--- src/rtl/lights_nios2_qsys_0_oci_dct_packer.sv ---
// Packs 2-bit OCI trace atoms into 30-bit DCT frames and hands them to the
// trace FIFO over a valid/ready handshake. Also raises a sticky
// test_has_ended once an end-of-test request has fully drained.
module lights_nios2_qsys_0_oci_dct_packer #(
    parameter int ATOM_W    = 2,
    parameter int MAX_ATOMS = 15,
    parameter int CNT_W     = 4,
    parameter int DROP_W    = 8,
    parameter int BUF_W     = ATOM_W * MAX_ATOMS
) (
    input  logic              clk,
    input  logic              reset,
    input  logic              atom_valid,
    input  logic [ATOM_W-1:0] atom_data,
    input  logic              flush,
    input  logic              test_ending,
    output logic [BUF_W-1:0]  dct_buffer,
    output logic [CNT_W-1:0]  dct_count,
    output logic              frame_valid,
    input  logic              frame_ready,
    output logic              overflow,
    output logic [DROP_W-1:0] drop_count,
    output logic              test_has_ended
);

    typedef enum logic [1:0] {
        S_RUN   = 2'd0,
        S_DRAIN = 2'd1,
        S_DONE  = 2'd2
    } state_t;

    localparam logic [CNT_W-1:0]  FULL_CNT = CNT_W'(MAX_ATOMS);
    localparam logic [DROP_W-1:0] DROP_MAX = '1;

    state_t             state;
    logic [BUF_W-1:0]   acc;
    logic [CNT_W-1:0]   acc_cnt;
    logic               flush_pend;

    logic               out_free;
    logic               acc_full;
    logic               commit;
    logic               accept;
    logic               join_frame;
    logic               drop;
    logic [BUF_W-1:0]   acc_with_atom;
    logic [BUF_W-1:0]   acc_next;
    logic [CNT_W-1:0]   acc_cnt_next;
    logic [BUF_W-1:0]   frame_buf_next;
    logic [CNT_W-1:0]   frame_cnt_next;
    logic               flush_pend_next;

    // Next-state decode for the accumulator, commit path and flush request.
    always_comb begin
        // NOTE: every combinational output gets a default before any branch, so no path can infer a latch.
        out_free        = !frame_valid || frame_ready;
        acc_full        = (acc_cnt == FULL_CNT);
        commit          = out_free && (acc_full || (flush_pend && (acc_cnt != '0)));
        accept          = atom_valid && (state == S_RUN);
        // A flush-driven commit of a non-full frame absorbs this cycle's atom.
        join_frame      = commit && accept && !acc_full;
        drop            = accept && acc_full && !commit;

        acc_with_atom   = acc;
        for (int k = 0; k < MAX_ATOMS; k++) begin
            if (CNT_W'(k) == acc_cnt)
                acc_with_atom[k*ATOM_W +: ATOM_W] = atom_data;
        end

        acc_next        = acc;
        acc_cnt_next    = acc_cnt;
        frame_buf_next  = join_frame ? acc_with_atom : acc;
        frame_cnt_next  = join_frame ? acc_cnt + 1'b1 : acc_cnt;

        if (commit) begin
            if (accept && acc_full) begin
                acc_next     = {{(BUF_W-ATOM_W){1'b0}}, atom_data};
                acc_cnt_next = CNT_W'(1);
            end else begin
                acc_next     = '0;
                acc_cnt_next = '0;
            end
        end else if (accept && !acc_full) begin
            acc_next     = acc_with_atom;
            acc_cnt_next = acc_cnt + 1'b1;
        end

        // A flush request only survives while there is something left to flush.
        flush_pend_next = ((flush_pend && !commit) || flush ||
                           ((state == S_RUN) && test_ending)) && (acc_cnt_next != '0);
    end

    // Registered datapath, output frame register, drop statistics and end-of-test FSM.
    always_ff @(posedge clk) begin
        if (reset) begin
            state          <= S_RUN;
            acc            <= '0;
            acc_cnt        <= '0;
            flush_pend     <= 1'b0;
            dct_buffer     <= '0;
            dct_count      <= '0;
            frame_valid    <= 1'b0;
            overflow       <= 1'b0;
            drop_count     <= '0;
            test_has_ended <= 1'b0;
        end else begin
            // NOTE: sequential state uses non-blocking assignments so every register samples pre-edge values.
            acc        <= acc_next;
            acc_cnt    <= acc_cnt_next;
            flush_pend <= flush_pend_next;

            if (commit) begin
                dct_buffer  <= frame_buf_next;
                dct_count   <= frame_cnt_next;
                frame_valid <= 1'b1;
            end else if (frame_valid && frame_ready) begin
                frame_valid <= 1'b0;
            end

            if (drop) begin
                overflow <= 1'b1;
                if (drop_count != DROP_MAX)
                    drop_count <= drop_count + 1'b1;
            end

            case (state)
                S_RUN: begin
                    if (test_ending)
                        state <= S_DRAIN;
                end
                S_DRAIN: begin
                    // Empty accumulator and either no frame or the last one leaving now.
                    if ((acc_cnt == '0) && out_free)
                        state <= S_DONE;
                end
                S_DONE: begin
                    test_has_ended <= 1'b1;
                end
                default: state <= S_RUN;
            endcase
        end
    end

endmodule
--- config.mk ---
export PLATFORM = sky130hd
export DESIGN_NAME = lights_nios2_qsys_0_oci_dct_packer
export DESIGN_NICKNAME = d
export VERILOG_FILES = /design/src/rtl/lights_nios2_qsys_0_oci_dct_packer.sv
export SDC_FILE = /design/constraint.sdc
export NUM_CORES = 1
export LEC_CHECK = 0
export BUFFER_PORTS_ARGS = -buffer_cell sky130_fd_sc_hd__buf_2
export CAP_MARGIN = 5
export CORE_MARGIN = 2
export CORE_UTILIZATION = 55
export CTS_CLUSTER_SIZE = 30
export DETAILED_ROUTE_END_ITERATION = 10
export PLACE_DENSITY = 0.78
export SYNTH_ARGS = -nofsm -noshare
export SYNTH_HDL_FRONTEND = slang
export SYNTH_SLANG_ARGS = --single-unit
export TNS_END_PERCENT = 50
--- constraint.sdc ---
create_clock -name clk -period 6.35 [get_ports clk]
set_clock_uncertainty 0.1 [all_clocks]
set_input_delay 0.9525 -clock clk [delete_from_list [all_inputs] [get_ports clk]]
set_output_delay 0.9525 -clock clk [all_outputs]
set_load 0.01 [all_outputs]
==> impl_results.md <==
- Run status: finished clean
- Worst IR Drop VDD: 0.174 mV
- Register bit total from synthesis: 82
- Hold Vio Cnt, Final: 0
- Asr flop ratio synth: 0
- Synth Warn #: 0
- Slowest CP cell: nand2b_1
- Die Ht: 82.2 µm
- DR vias/cell: 5.68
- Initial DRC Count: 186
- Largest cells by area after synthesis: dfxtp_1 49%, mux2i_1 9.5%, o2bb2ai_1 8.1%
- 1st-pass router iterations: 4
- Worst hold margin: 0.358 ns
- Port Buffers: 52
- Commonest cells post-synth: 82 x dfxtp_1, 38 x nor2_1, 32 x mux2i_1, 31 x o2bb2ai_1, 30 x nand2_1
- Final min period: 3.52 ns
- Clk_lat worst skew: 0.35 ns
- Gr usage total: 0.230
- Post-Synth Simple-Gate Area: 0.162
- Non-Filler Instances: 466
- Top-count cell post-synth: dfxtp_1
- Global route overflow: 0
- Antenna diodes: 0
- Routability cong.: 0.851
- CTS Sinks: 82
- CTS max path bufs: 2
- RSZ-0062 raised after global routing: false
- Synth Area in Compound Gates: 0.169
- Share of the synthesized area in the top cell type: 0.488
- # resized after CTS: 0
- Worst Path Max Fanout: 31
- Leak Pwr: 1.63 nW
- Post-DRT Antenna Nets: 0
- Fill cells: 509
- Area delta synth->final: 13.4%
- Core Util, Final: 0.644
- Post-Route Setup TNS: 0 ns
- Slew Limit Fails: 0
- Core Footprint: 5920 µm²
- Combinational family with the most area after synthesis: compound AO/OA/AOI/OAI gates
- Post-CTS setup buffers: 0
- Syn Nets: 357
- Reg clk slew, reported paths: 0.08 ns
- WP data arrival: 3.67 ns
- Setup Viol. Count Final: 0
- Area of the multi-input gates: 1550 µm²
- Tightest Hold Check Type: reg2reg
- H-tree depth: 3
- Syn Inst Count: 343
- Max incr delay on CP: 0.89 ns
- CP Launch Type: flop
- Drt drc: 0
- Peak Freq: 284 MHz
- Num CTS Buffers: 9
- Ys flop type: dfxtp_1
- Nets: 400
- Starting Density: 0.568
- Unique masters post-synth: 53
- Req. time, crit path: 6.50 ns
- CTS tree: done
- Vias: 2649
- Sequential share of the synthesized area: 0.488
- Placement row count: 28
- Critical path type: reg2reg
- Die area: 6760 µm²
- IO Pins: 53
- Adder-Cell Fraction of Synth Area: 0.0223
- Max_cap viols: 0
- Placed insts: 450
- HPWL Detailed: 4780 µm
- Storage element area: 1640 µm²
- Initial antenna violation count: 0
- Mux cell area share after synthesis: 0.0985
- Clock root buffer master: clkbuf_8
- Mapped Avg Cell Area: 9.81 µm²
- CTS Hold Bufs: 0
- Vias in the first global route: 2445
- Die Wd: 82.2 µm
- EDFF count, synth: 0
- Post-DR wirelength/cell: 15.4 µm
- Area leader, netlist: dfxtp_1
- WL final: 7190 µm
- Worst-path cell chain: inv_1 > ha_1 > or2b_2 > nand2_1 > o22ai_1 > nand2b_1 > o2bb2ai_1
- Synth Cell Area: 3360 µm²
- Power per cell area: 299 nW/µm²
- Pin count of the biggest net entering global routing: 33
- Xor/xnor cell area share of the yosys netlist: 0.00781
- First-pass GRT wire length: 11700 µm
- Final period util: 0.554
- Max transition margin: 0.182
- CP Capture Type: flop
- Transition time of the tightest slew-check pin: 1.23 ns
- Share of layout cells above drive strength 1: 0.215
==> metal layers <==
| metal | track usage | routed length [µm] |
|---|---|---|
| met5 | 0 | 0 |
| met4 | 0.117 | 150 |
| met3 | 0.0500 | 327 |
| met2 | 0.373 | 3530 |
| met1 | 0.286 | 3180 |
==> worst max-delay path: cells and delay by family, from the launching register on <==
kind            cells  cell delay [ns]
compound gates      2             1.17
simple gates        3             1.20
flops               1             0.48
buf+inv             1             0.14
fa+ha+maj           1             0.32
==> registers in the layout, summed over array words and instances (netlist names) <==
name            flops
state               2
drop_count          8
dct_buffer         30
acc_cnt             4
acc                30
frame_valid         1
overflow            1
test_has_ended      1
flush_pend          1
dct_count           4
==> where the power goes <==
part           switching, W  internal (W)
clock              0.000186      0.000231
sequential        0.0000193      0.000532
combinational      0.000115     0.0000592
==> logic make-up (layout without fill, tap and decap cells) <==
| logic type | after synthesis | after routing |
|---|---|---|
| AO/OA/AOI/OAI | 76 | 76 |
| XOR/XNOR | 3 | 3 |
| adder cells (fa/ha/maj) | 6 | 6 |
| buffers and inverters | 32 | 80 |
| flip-flops | 82 | 82 |
| multiplexers | 33 | 33 |
| AND/OR/NAND/NOR | 111 | 111 |
==> area by class of cell <==
type	instances	share of cell area
Clock buffer	11	0.0371
Inverter	11	0.0108
Multi-Input combinational cell	229	0.406
Tap cell	75	0.0246
Timing Repair Buffer	53	0.0702
Sequential cell	82	0.430
Clock inverter	5	0.0203
==> final timing paths <==
kind,startpoint,endpoint,slack (ns),cells past startpoint
worst max-delay path,acc_cnt[0]$_SDFF_PP0_,dct_count[1]$_SDFFE_PP0P_,2.83,7
worst min-delay path,acc[29]$_SDFFE_PP0P_,acc[29]$_SDFFE_PP0P_,0.36,2
worst max register to register,acc_cnt[0]$_SDFF_PP0_,dct_count[1]$_SDFFE_PP0P_,2.83,7
worst min register to register,acc[29]$_SDFFE_PP0P_,acc[29]$_SDFFE_PP0P_,0.36,2
==> through the flow <==
step / power (W) / area (µm²) / setup WS [ns]
finish: 0.00114 / 3810 / 2.83
global route: 0.00119 / 3810 / 2.51
CTS: 0.00114 / 3810 / 2.84
detailed placement: 0.000736 / 3590 / 2.85
global placement: 0.000729 / 3590 / 3.00
floorplan: 0.000693 / 3360 / 3.86
==> placed cells by master (no fill, tap or decap), drive strengths merged, types with 3 or more instances in the layout <==
cell and count:
dfxtp 82, clkbuf 11, ha 6, nand2 30, o21ai 3, buf 53
or4 4, xnor2 3, nor4 3, and2 4, o2bb2ai 31, mux2i 32
inv 11, nor3 4, a21oi 22, nand3 10, o31ai 3, nor2 39
Note: power is estimated with default switching activity, not from simulation.
